[config.mk]
export PLATFORM = sky130hd
export DESIGN_NAME = acc_ctrl
export DESIGN_NICKNAME = d
export VERILOG_FILES = /design/src/rtl/acc_pkg.sv /design/src/rtl/acc_ctrl.sv
export SDC_FILE = /design/constraint.sdc
export NUM_CORES = 1
export LEC_CHECK = 0
export ABC_CLOCK_PERIOD_IN_PS = 2950
export CORE_ASPECT_RATIO = 0.5
export CORE_UTILIZATION = 35
export DETAILED_ROUTE_END_ITERATION = 10
export MAX_ROUTING_LAYER = met4
export PLACE_DENSITY_LB_ADDON = 0.1
export SLEW_MARGIN = 10
export SYNTH_ARGS = -nofsm -noshare
export SYNTH_HDL_FRONTEND = slang
export SYNTH_SLANG_ARGS = --single-unit
[constraint.sdc]
create_clock -name clk -period 2.95 [get_ports clk]
set_input_delay 0.4425 -clock clk [delete_from_list [all_inputs] [get_ports clk]]
set_output_delay 0.4425 -clock clk [all_outputs]
set_load 0.02 [all_outputs]
[src/rtl/acc_pkg.sv]
// -----------------------------------------------------------------------------
// acc_pkg
// Shared definitions for the accumulator controller and its sibling ALU:
//   op_e     - 3-bit instruction opcodes (110/111 are illegal and not listed)
//   ALU_*    - ALU select encodings, shared with the ALU owner
//   state_e  - controller FSM states
//   alu_sel_for_op - select driven during EXEC for a registered opcode
// -----------------------------------------------------------------------------
package acc_pkg;

    typedef enum logic [2:0] {
        OP_NOP   = 3'b000,
        OP_CLR   = 3'b001,
        OP_ADD   = 3'b010,
        OP_SUB   = 3'b011,
        OP_LOAD  = 3'b100,
        OP_STORE = 3'b101
    } op_e;

    localparam logic [1:0] ALU_CLR  = 2'b00;
    localparam logic [1:0] ALU_ADD  = 2'b01;
    localparam logic [1:0] ALU_SUB  = 2'b10;
    localparam logic [1:0] ALU_PASS = 2'b11;

    typedef enum logic [1:0] {
        IDLE  = 2'b00,
        EXEC  = 2'b01,
        LOAD2 = 2'b10,
        OUT   = 2'b11
    } state_e;

    // LOAD clears first, then adds the immediate in LOAD2.
    function automatic logic [1:0] alu_sel_for_op(input logic [2:0] op);
        logic [1:0] sel;
        case (op)
            OP_CLR:  sel = ALU_CLR;
            OP_ADD:  sel = ALU_ADD;
            OP_SUB:  sel = ALU_SUB;
            OP_LOAD: sel = ALU_CLR;
            default: sel = ALU_PASS;
        endcase
        return sel;
    endfunction

endpackage

[src/rtl/acc_ctrl.sv]
// -----------------------------------------------------------------------------
// acc_ctrl
// Accumulator controller feeding a sibling 16-bit combinational ALU.
// Ports:
//   clk, rst_n                       - clock, async active-low reset
//   instr_valid/ready, instr_op/imm  - instruction handshake
//   alu_a, alu_b, alu_sel, alu_out   - ALU operands/select and result
//   out_valid/ready, out_data        - STORE result handshake
//   acc_q, acc_zero                  - accumulator and zero flag
//   busy, err, instr_count           - status: not idle, sticky illegal op,
//                                      retired-instruction counter (wraps)
// -----------------------------------------------------------------------------
module acc_ctrl
    import acc_pkg::*;
#(
    parameter int WIDTH = 16,
    parameter int CNT_W = 16
) (
    input  logic             clk,
    input  logic             rst_n,
    input  logic             instr_valid,
    output logic             instr_ready,
    input  logic [2:0]       instr_op,
    input  logic [WIDTH-1:0] instr_imm,
    output logic [WIDTH-1:0] alu_a,
    output logic [WIDTH-1:0] alu_b,
    output logic [1:0]       alu_sel,
    input  logic [WIDTH-1:0] alu_out,
    output logic             out_valid,
    input  logic             out_ready,
    output logic [WIDTH-1:0] out_data,
    output logic [WIDTH-1:0] acc_q,
    output logic             acc_zero,
    output logic             busy,
    output logic             err,
    output logic [CNT_W-1:0] instr_count
);

    state_e           state_r;
    logic [2:0]       op_r;
    logic [WIDTH-1:0] imm_r;
    logic [WIDTH-1:0] acc_r;
    logic [WIDTH-1:0] out_data_r;
    logic             out_valid_r;
    logic             err_r;
    logic [CNT_W-1:0] cnt_r;
    logic [CNT_W-1:0] cnt_inc_s;

    assign cnt_inc_s   = cnt_r + {{(CNT_W-1){1'b0}}, 1'b1};

    // rst_n gating keeps instr_ready low throughout reset.
    assign instr_ready = rst_n & (state_r == IDLE);
    assign alu_a       = acc_r;
    assign acc_q       = acc_r;
    assign acc_zero    = (acc_r == {WIDTH{1'b0}});
    assign busy        = (state_r != IDLE);
    assign err         = err_r;
    assign out_valid   = out_valid_r;
    assign out_data    = out_data_r;
    assign instr_count = cnt_r;

    // ALU operand/select decode from registered state and op only.
    always_comb begin
        alu_sel = ALU_PASS;
        alu_b   = {WIDTH{1'b0}};
        case (state_r)
            IDLE: begin
                alu_sel = ALU_PASS;
                alu_b   = {WIDTH{1'b0}};
            end
            EXEC: begin
                alu_sel = alu_sel_for_op(op_r);
                alu_b   = imm_r;
            end
            LOAD2: begin
                alu_sel = ALU_ADD;
                alu_b   = imm_r;
            end
            OUT: begin
                alu_sel = ALU_PASS;
                alu_b   = {WIDTH{1'b0}};
            end
            default: begin
                alu_sel = ALU_PASS;
                alu_b   = {WIDTH{1'b0}};
            end
        endcase
    end

    // Controller FSM with accumulator, output and status registers.
    always_ff @(posedge clk or negedge rst_n) begin
        if (!rst_n) begin
            state_r     <= IDLE;
            op_r        <= 3'b000;
            imm_r       <= {WIDTH{1'b0}};
            acc_r       <= {WIDTH{1'b0}};
            out_data_r  <= {WIDTH{1'b0}};
            out_valid_r <= 1'b0;
            err_r       <= 1'b0;
            cnt_r       <= {CNT_W{1'b0}};
        end else begin
            case (state_r)
                IDLE: begin
                    if (instr_valid) begin
                        op_r    <= instr_op;
                        imm_r   <= instr_imm;
                        state_r <= EXEC;
                    end
                end
                EXEC: begin
                    case (op_r)
                        OP_CLR, OP_ADD, OP_SUB: begin
                            acc_r   <= alu_out;
                            cnt_r   <= cnt_inc_s;
                            state_r <= IDLE;
                        end
                        OP_LOAD: begin
                            // Clear now; the immediate is added in LOAD2.
                            acc_r   <= alu_out;
                            state_r <= LOAD2;
                        end
                        OP_STORE: begin
                            out_data_r  <= acc_r;
                            out_valid_r <= 1'b1;
                            state_r     <= OUT;
                        end
                        OP_NOP: begin
                            cnt_r   <= cnt_inc_s;
                            state_r <= IDLE;
                        end
                        default: begin
                            err_r   <= 1'b1;
                            cnt_r   <= cnt_inc_s;
                            state_r <= IDLE;
                        end
                    endcase
                end
                LOAD2: begin
                    acc_r   <= alu_out;
                    cnt_r   <= cnt_inc_s;
                    state_r <= IDLE;
                end
                OUT: begin
                    // Result stays offered until the consumer takes it.
                    if (out_ready) begin
                        out_valid_r <= 1'b0;
                        cnt_r       <= cnt_inc_s;
                        state_r     <= IDLE;
                    end
                end
                default: begin
                    state_r <= IDLE;
                end
            endcase
        end
    end

endmodule

==> metrics.cfg <==
[yosys]
synth-warning-count = 0
synth_cell_types = 35
synth_area_um2 = 3270
synthCells = 247
synth-edff-count = 0
async_flop_share_pct = 100
ys.flop_type = dfrtp_1
synth.avg_cell_area_um2 = 13.3
yosysSeqAreaShare_pct = 54.3
synth_nets = 293
synth.ff_latch_count = 71

[cts]
htree_levels = 3
tritoncts = built
post_cts_buffers = 0
clock_path_buffers = 2
clockRootBuffer = clkbuf_16
numClockSinks = 71
clk_latency_ns = 0.33
numCtsBuffers = 9
hold_buffers = 0
postCtsResizedCells = 0
clkSlewWorstSetupHoldPaths_ns = 0.06

[layout]
final_area_um2 = 4790
multiInputGateArea_um2 = 1310
drive_gt1_share_pct = 21.4
finalCoreUtilization_pct = 53.9
regArea_um2 = 1780
final_nets = 407
n_fill_cell = 788
area_delta_synth_final_pct = 46.4
n_antenna_cell = 0

[power]
p_leak_uw = 0.00196
p_per_area_nw_per_um2 = 1290
vdd_ir_drop_max_mv = 0.702

[run_status]
status = finished with violations
failed_checks = DRC

[global_route]
grt-ovfl-total = 0
grt_max_degree = 72
grt_pass1_vias = 2353
track_usage_pct = 16.5
grt_pass1_wl_um = 11900
antenna_found_initial = 0

[drt]
routed_via_density = 4.60
drt-pass1-iter-count = 9
wl_um = 7260
wire_per_inst_um = 15.1
postRouteAntennaNets = 0
drt_iter0_drc = 80
drc_errors = 4
routed-via-count = 2215

[timing]
hold_slack_ns = 0.350
fmax_mhz = 376
fin_skew_ns = 0.00737
slew_headroom_pct = 40.2
min_period_over_period_pct = 90.2
fin_crit_ns = 2.66
worstMarginPinSlew_ns = 0.897
drv_slew = 0
setup_viol_count_final = 0
tns_ns = 0
rsz0062_at_grt = no
hold_viol = 0

[die]
rows = 24
die-area_um2 = 9770
start_util_pct = 36.8
die_h_um = 70.4
boundaryPins = 126
die_w_um = 139
core_um2 = 8890

[setup_path]
startpoint_type = flop
worstReg2RegStart = state_r[1]
cp_slowest_cell = clkdlybuf4s50_1
r2r_cells = 4
cp.required_ns = 2.51
arrival_ns = 2.22
crit_type = flop to primary output
rrSetupSlack_ns = 0.84
critical_path.top_delay_family = buffers and inverters
max_stage_delay_ns = 0.60
regToRegEndpoint = acc_q[0]
cp_max_fo = 17
crit_buf_inv = 2
end_kind = primary output
path_cells = inv_1, ha_1, and2_1, clkdlybuf4s50_1

[run]
max_cap_violations = 0

[placed_design]
port_buffers = 125
gp_congestion = 0.778
dpl-instance-area_um2 = 4510
hpwlAfterDp_um = 5160

[worst_hold_path]
hold_path.class = input port to async pin

## cell usage in the layout (no fill, tap or decap), types with 4 or more instances in the layout
master	instances
clkdlybuf4s50_1	124
dfrtp_1	71
mux2_2	53
and2_1	18
nand2_1	15
xnor2_1	13
clkbuf_16	9
ha_1	7
o21ai_0	5
nand4_1	5
inv_1	4
xor2_1	4
nor4_1	4
## how the worst max path moves through the flow
stage | endpoint | startpoint | slack, ns | cells past startpoint
after floorplan | acc_q[10] | state_r[1] | 1.17 | 6
after detailed placement | alu_b[1] | state_r[0] | 0.61 | 4
after global placement | alu_b[8] | state_r[0] | 0.75 | 4
after CTS | alu_b[1] | state_r[0] | 0.25 | 4
after global routing | alu_b[12] | state_r[0] | 0.16 | 4
final | alu_b[6] | state_r[0] | 0.29 | 4
## layer usage
layer / GRT usage [%] / part of all wire (%)
met5: - / 0
met4: 5.43 / 0.87
met3: 5.83 / 5.4
met2: 26.0 / 48
met1: 19.9 / 46
## synthesized netlist by cell type (2+ instances only)
cell      n  area, um2
o21ai_0   5       25.0
nor4_1    4       25.0
nand2_1  15       56.3
and2_1   18        113
buf_2     3       15.0
nor2b_1   2       12.5
inv_1     4       15.0
ha_1      7       87.6
nand3_1   3       15.0
nor2_1    2       7.51
mux2_2   53        597
dfrtp_1  71       1780
xnor2_1  13        114
and4_1    3       26.3
buf_4    17        128
xor2_1    4       35.0
nand4_1   5       31.3
## cells by family (layout without fill, tap and decap cells)
logic type	count (synthesis)	count (layout)	synth area share (%)
simple gates	61	61	12.0
mux	54	54	18.9
compound gates	9	9	1.68
xor+xnor	17	17	4.55
fa+ha+maj	7	7	2.67
flops	71	71	54.3
buf+inv	28	146	5.88
## where the power goes
group,total [uW],switching (uW),internal (uW)
logic,3360,1590,1770
clock network,1050,404,645
registers,1780,373,1410
total,6190,2370,3820
## flip-flops by register name, summed over array words and instances (netlist names)
name and count:
acc_q 16, err 1, imm_r 16, instr_count 16, op_r 3, out_data 16, out_valid 1, state_r 2
## layout make-up
cell class              count  share of cell area [%]
multi-input cells         148                    27.2
clock buffers               9                    4.70
inverters                   4                   0.313
clock inverters             6                    1.30
flip-flops and latches     71                    37.1
repair buffers            127                    26.4
well taps                 117                    3.05
## stage by stage
| stage | setup slack, ns | power, uW | cells |
|---|---|---|---|
| finish | 0.288 | 6190 | 482 |
| global route | 0.158 | 6570 | 482 |
| CTS | 0.250 | 6280 | 482 |
| detailed placement | 0.615 | 5190 | 467 |
| global placement | 0.746 | 5120 | 467 |
| floorplan | 1.17 | 3880 | 247 |
Note: power is estimated with default switching activity, not from simulation.
